$ cat config.mk
export PLATFORM = sky130hd
export DESIGN_NAME = inst_fetch_unit
export DESIGN_NICKNAME = d
export VERILOG_FILES = /design/src/rtl/inst_fetch_unit.sv
export SDC_FILE = /design/constraint.sdc
export NUM_CORES = 1
export LEC_CHECK = 0
export BUFFER_PORTS_ARGS = -buffer_cell sky130_fd_sc_hd__clkbuf_2
export CAP_MARGIN = 20
export CORE_UTILIZATION = 51
export CTS_CLUSTER_DIAMETER = 120
export CTS_CLUSTER_SIZE = 8
export DETAILED_ROUTE_END_ITERATION = 7
export PLACE_DENSITY = 0.75
export REMOVE_ABC_BUFFERS = 1
export SLEW_MARGIN = 15
export SYNTH_ARGS = -nofsm -noshare
export SYNTH_HDL_FRONTEND = slang
export SYNTH_SLANG_ARGS = --single-unit
$ cat constraint.sdc
create_clock -name clk -period 3.7 [get_ports clk]
set_clock_uncertainty 0.2 [all_clocks]
set_input_delay 0.74 -clock clk [delete_from_list [all_inputs] [get_ports clk]]
set_output_delay 0.74 -clock clk [all_outputs]
set_load 0.02 [all_outputs]
$ cat src/rtl/inst_fetch_unit.sv
// inst_fetch_unit: fetch PC, 1-cycle imem read, prefetch FIFO to decode over valid/ready, redirect flushes everything
module inst_fetch_unit #(
  parameter int ADDR_W     = 4,
  parameter int INST_W     = 32,
  parameter int FIFO_DEPTH = 2
) (
  input  logic              clk,
  input  logic              sys_rst_n,
  input  logic              fetch_en,
  output logic              imem_req,
  output logic [ADDR_W-1:0] imem_addr,
  input  logic [INST_W-1:0] imem_rdata,
  input  logic              redirect,
  input  logic [ADDR_W-1:0] redirect_pc,
  output logic [INST_W-1:0] ir_out,
  output logic [ADDR_W-1:0] pc_out,
  output logic              ir_valid,
  input  logic              ir_ready
);
  localparam int PW = FIFO_DEPTH > 1 ? $clog2(FIFO_DEPTH) : 1;
  localparam int CW = $clog2(FIFO_DEPTH + 1);
  logic [INST_W-1:0] data_q [FIFO_DEPTH];
  logic [ADDR_W-1:0] pcs_q [FIFO_DEPTH];
  logic [PW-1:0] rd_q, rd_d, wr_q, wr_d;
  logic [CW-1:0] count_q, count_d;
  logic [ADDR_W-1:0] fetch_pc_q, fetch_pc_d, inflight_pc_q, inflight_pc_d;
  logic inflight_q, inflight_d, squash_q, squash_d;
  logic pop, push;
  logic [CW:0] occ;
  function automatic logic [PW-1:0] inc(input logic [PW-1:0] p);
    return (p == PW'(FIFO_DEPTH - 1)) ? '0 : p + 1'b1;
  endfunction
  assign ir_valid  = count_q != '0;
  assign ir_out    = ir_valid ? data_q[rd_q] : '0;
  assign pc_out    = ir_valid ? pcs_q[rd_q] : '0;
  assign pop       = ir_valid & ir_ready;
  assign push      = inflight_q & ~squash_q & ~redirect;
  assign occ       = {1'b0, count_q} + (CW+1)'(inflight_q) - (CW+1)'(pop);
  assign imem_req  = sys_rst_n & fetch_en & ~redirect & (occ < (CW+1)'(FIFO_DEPTH));
  assign imem_addr = fetch_pc_q;
  always_comb begin
    fetch_pc_d    = redirect ? redirect_pc : imem_req ? fetch_pc_q + 1'b1 : fetch_pc_q;
    inflight_d    = imem_req;
    inflight_pc_d = imem_req ? fetch_pc_q : inflight_pc_q;
    squash_d      = redirect & inflight_q;
    rd_d          = redirect ? '0 : pop ? inc(rd_q) : rd_q;
    wr_d          = redirect ? '0 : push ? inc(wr_q) : wr_q;
    count_d       = redirect ? '0 : count_q + CW'(push) - CW'(pop);
  end
  always_ff @(posedge clk or negedge sys_rst_n) begin
    if (!sys_rst_n) begin
      fetch_pc_q    <= '0;
      inflight_pc_q <= '0;
      inflight_q    <= 1'b0;
      squash_q      <= 1'b0;
      rd_q          <= '0;
      wr_q          <= '0;
      count_q       <= '0;
      for (int i = 0; i < FIFO_DEPTH; i++) begin
        data_q[i] <= '0;
        pcs_q[i]  <= '0;
      end
    end else begin
      fetch_pc_q    <= fetch_pc_d;
      inflight_pc_q <= inflight_pc_d;
      inflight_q    <= inflight_d;
      squash_q      <= squash_d;
      rd_q          <= rd_d;
      wr_q          <= wr_d;
      count_q       <= count_d;
      if (push) begin
        data_q[wr_q] <= imem_rdata;
        pcs_q[wr_q]  <= inflight_pc_q;
      end
    end
  end
endmodule

==> results.md <==
Outcome:
- The run finished with clean final reports.

Global route:
- The busiest layer in global routing is met2.
- The initial antenna violation count was 0.
- The global-route usage over all layers is 20.2%.
- In the global route stage, met1 resource usage came out at 26.8%.
- The via count of the first global-routing pass came to about 2700.
- For this run the aggregate overflow at the end of global routing stands at 0.
- The wire length of the first global-routing pass is 13100 um.
- Entering global routing, the biggest net connects between 80 and 90 pins.
- The fraction of met3 tracks used by global routing is between 3 and 4%.
- For met2 alone, demand over resource in global routing was 33.7%.

Power:
- The register share of total power is 39.8%.
- Of the total power, combinational logic draws between 40% and 50%.
- Net switching is between 30% and 40% of the power.
- The peak supply drop is between 0.4 and 0.5 mV.
- The analysis attributes to cell leakage a power of between 2 and 2.5 nW.
- Power spread over the standard cell area amounts to ~800 nW/um2.
- The internal power consumption is 2.48 mW.
- The analysis attributes to net switching a power of roughly 1.5 mW.
- The power share of the clock group is between 10% and 20%.
- The total power is about 4 mW.

Logic synthesis:
- In this run, synthesis produced a sequential element count of 86.
- The commonest cells after synthesis are sky130_fd_sc_hd__dfrtp_1 (86), sky130_fd_sc_hd__mux2_2 (46), sky130_fd_sc_hd__nor2_1 (43), sky130_fd_sc_hd__mux2i_1 (36), sky130_fd_sc_hd__mux2_4 (30).
- Among all cell types in the netlist, the one instantiated most often is sky130_fd_sc_hd__dfrtp_1.
- After synthesis the cells add up to between 4000 and 5000 um2.
- By area the synthesized netlist is led by sky130_fd_sc_hd__dfrtp_1 (53%), sky130_fd_sc_hd__mux2_2 (13%), sky130_fd_sc_hd__mux2_4 (11%), sky130_fd_sc_hd__mux2i_1 (8.8%), sky130_fd_sc_hd__nor2_1 (4.0%).
- The netlist uses 33 different library cells.
- Synthesis produced 296 cells.
- Yosys mapped a number of flops with a built-in enable equal to 0.
- The cell type with the largest total area after synthesis is sky130_fd_sc_hd__dfrtp_1.
- In the synthesized netlist the dominant register cell turns out to be sky130_fd_sc_hd__dfrtp_1.
- The post-synthesis area per instance is between 10 and 15 um2.
- For this run, asynchronously set or reset flops after synthesis account for 100%.
- For this run, the number of Yosys warnings is 0.
- Summed over its instances, the top area cell type makes up 52.7% of the synthesized netlist area.
- The sequential cell area fraction in the yosys report is a little over half.

Timing:
- Setup slack on the critical path of the routed design comes to between 100 and 150 ps.
- The slew at the pin closest to its max-slew limit is around 580 ps.
- The tightest hold path in the finished design has a slack of approximately 310 ps.
- Summed over all failing endpoints, the final setup total negative slack is 0 ps.
- Setup violations remaining at the end of the flow were counted as 0.
- The worst path uses 96.6% of the clock period.
- The headroom to the max-slew limit is approximately 61%.
- The minimum clock period is roughly 3600 ps.
- Derived from the worst setup path, the maximum achievable clock frequency is ~280 MHz.
- The count of final max-slew check failures is 0.
- The final hold violation count is 0.

Critical path:
- Walking the worst path, the cells encountered are o21ai_2, inv_1, ha_1, nand2b_1, fa_1, nand3_1, nor3_2, clkbuf_2.
- For the worst setup path, the data arrival time is approximately 2600 ps.
- The element type at the critical path end is an output port.
- By startpoint and endpoint, the worst setup path is classified as reg2out.
- The critical-path cell with the highest stage delay is sky130_fd_sc_hd__fa_1.
- The required time at the endpoint of the critical path is 2760 ps.
- The worst setup path is launched from a flip-flop.
- The number of buffer and inverter instances along the worst setup path is 2.
- The worst stage delay on the critical path is ~550 ps.
- The highest fanout seen on the critical path is 6.
- On the critical path the largest part of the delay comes from adder cells.

Final layout:
- In the final layout, the share of cells above drive strength 1 is around half.
- At the end of the flow, the number of nets in the layout was 430.
- In the final layout, flip-flops and latches occupy about 2200 um2.
- At the end of the flow the core is filled with cells to ~62%.
- The area taken by multi-input logic gates is 1800 um2.
- The repair_antennas step left the layout with diodes totalling 0.
- The finished layout holds a little under 500 standard cells, fillers aside.
- Counting the fill cells in the layout gives just over 600.
- The total non-filler cell area in the finished layout is 4820 um2.
- The area growth from synthesis to layout is 18.0%.

Drt:
- After detailed routing, the total wire length is roughly 7800 um.
- Dividing the detail-routed wire length by the instance count gives ~16 um.
- For this run, the detailed router's first-pass iteration total came to 4.
- The via count is between 2000 and 3000.
- The number of antenna-violating nets in the routed design is 0.
- The number of vias per cell is approximately 5.3.
- After detailed routing, the number of remaining DRC violations is 0.
- The detailed router finished its first iteration with between 70 and 80 violations.

Placed design:
- The routability congestion estimate is approximately 0.79.
- The total half-perimeter wirelength after legalization and detailed placement is just over 5000 um.
- The standard cell area after detailed placement is between 4000 and 5000 um2.
- The count of input and output buffers is a little over 80.
- Counting tap cells, the placed design contains a total of around 470 instances.
- Prior to clock tree synthesis, the placed netlist has a worst setup slack of between 100 and 150 ps.

Clock network:
- The H-tree was split into 3 levels.
- The number of sinks driven by the clock tree is between 80 and 90.
- The TritonCTS buffer count is 9.
- The CTS tree is yes.
- Clock-pin slew was measured on the worst setup and hold paths at roughly 80 ps.
- The longest clock path from root to sink contains 2 buffers.
- For the worst-skew pair, the clock arrives at the later sink with an insertion delay of around 340 ps.
- CTS placed an instance of sky130_fd_sc_hd__clkbuf_8 at the clock tree root.
- Post-CTS timing repair inserted 0 buffers for setup.

Floorplanning:
- The vertical extent of the die is roughly 91 um.
- The row count is 32.
- The starting density of the core is a little over half.
- The I/O pin count is between 80 and 90.
- The area enclosed by the die boundary is roughly 8400 um2.
- From left edge to right edge, the die measures ~91 um.
- The core region is between 7000 and 8000 um2.

Flow run:
- The number of max-cap violations is 0.

Hold path:
- The path class of the lowest-slack min-delay path is reg2reg.
==> logic make-up after synthesis <==
logic type / synth area share, %
adders and majority gates: 1.72
buffers and inverters: 3.65
xor gates and xnor gates: 1.07
AOI/OAI and AO/OA: 1.44
and+or+nand+nor: 6.86
DFF: 52.7
muxes: 32.5
==> path summary, 6_finish.rpt <==
| check | startpoint | endpoint | slack (ps) | cells after the start |
|---|---|---|---|---|
| worst max-delay path | count_q[1] | imem_req | 120 | 8 |
| worst min-delay path | data_q[12] | data_q[12] | 310 | 1 |
| worst max register to register | count_q[1] | inflight_pc_q[3] | 780 | 9 |
| worst min register to register | data_q[12] | data_q[12] | 310 | 1 |
| max in group asynchronous | sys_rst_n | count_q[1] | 1770 | 4 |
| min in group asynchronous | sys_rst_n | data_q[36] | 580 | 2 |
==> what timing repair did <==
| item | 4_1_cts | 5_1_grt |
|---|---|---|
| gates resized for setup | 2 | 2 |
| endpoints found under the hold margin | 3 | 0 |
| endpoints found under the setup margin | 1 | 1 |
| pin swaps | 0 | 0 |
| hold buffers | 1 | 0 |
==> sequential cells by signal, indices dropped and copies added (netlist names) <==
name and count:
data_q 64, imem_addr 4, inflight_q 1, rd_q 1
inflight_pc_q 4, squash_q 1, pcs_q 8, count_q 2
wr_q 1
==> worst reg2reg max path, cell delays in order (launching register included) <==
cell and delay [ps]:
sky130_fd_sc_hd__dfrtp_2 470, sky130_fd_sc_hd__o21ai_2 170, sky130_fd_sc_hd__inv_1 80, sky130_fd_sc_hd__ha_1 260
sky130_fd_sc_hd__nand2b_1 160, sky130_fd_sc_hd__fa_1 550, sky130_fd_sc_hd__nand3_1 200, sky130_fd_sc_hd__nor3_2 200
sky130_fd_sc_hd__buf_4 180, sky130_fd_sc_hd__mux2_2 330
==> routing by layer <==
| metal | share of wire (%) | up-vias | wire length [um] |
|---|---|---|---|
| li1 | - | 1209 | - |
| met1 | 46 | 1306 | 3610 |
| met2 | 48 | 80 | 3710 |
| met3 | 5.0 | 10 | 387 |
| met4 | 1.2 | 0 | 93 |
| met5 | 0 | - | 0 |
==> layout by cell type, fill, tap and decap left out, drive strengths merged, types with 2 or more instances in the layout <==
cell type and instances:
clkbuf 90, or4 2, clkinv 2, dfrtp 86
xor2 3, mux2 76, nor2 44, nand4 2
mux2i 36, nand3 3, xnor2 2, ha 4
inv 7, o21ai 3, nor2b 2, clkinvlp 2
buf 10, a31oi 2
==> final cells by class <==
cell class / instances / area share, %
Clock inverter: 7 / 1.66
Timing Repair Buffer: 92 / 10.7
Sequential cell: 86 / 44.7
Multi-Input combinational cell: 190 / 37.3
Inverter: 5 / 0.390
Tap cell: 102 / 2.65
Clock buffer: 9 / 2.57
==> power groups by stage <==
stage,Clock (mW),Sequential (mW),Combinational [mW]
floorplan,0,1.55,1.23
global placement,0,1.56,1.69
detailed placement,0,1.59,1.73
CTS,0.680,1.58,1.75
global route,0.720,1.64,1.88
finish,0.656,1.58,1.73
(Power assumes the default switching activity.)
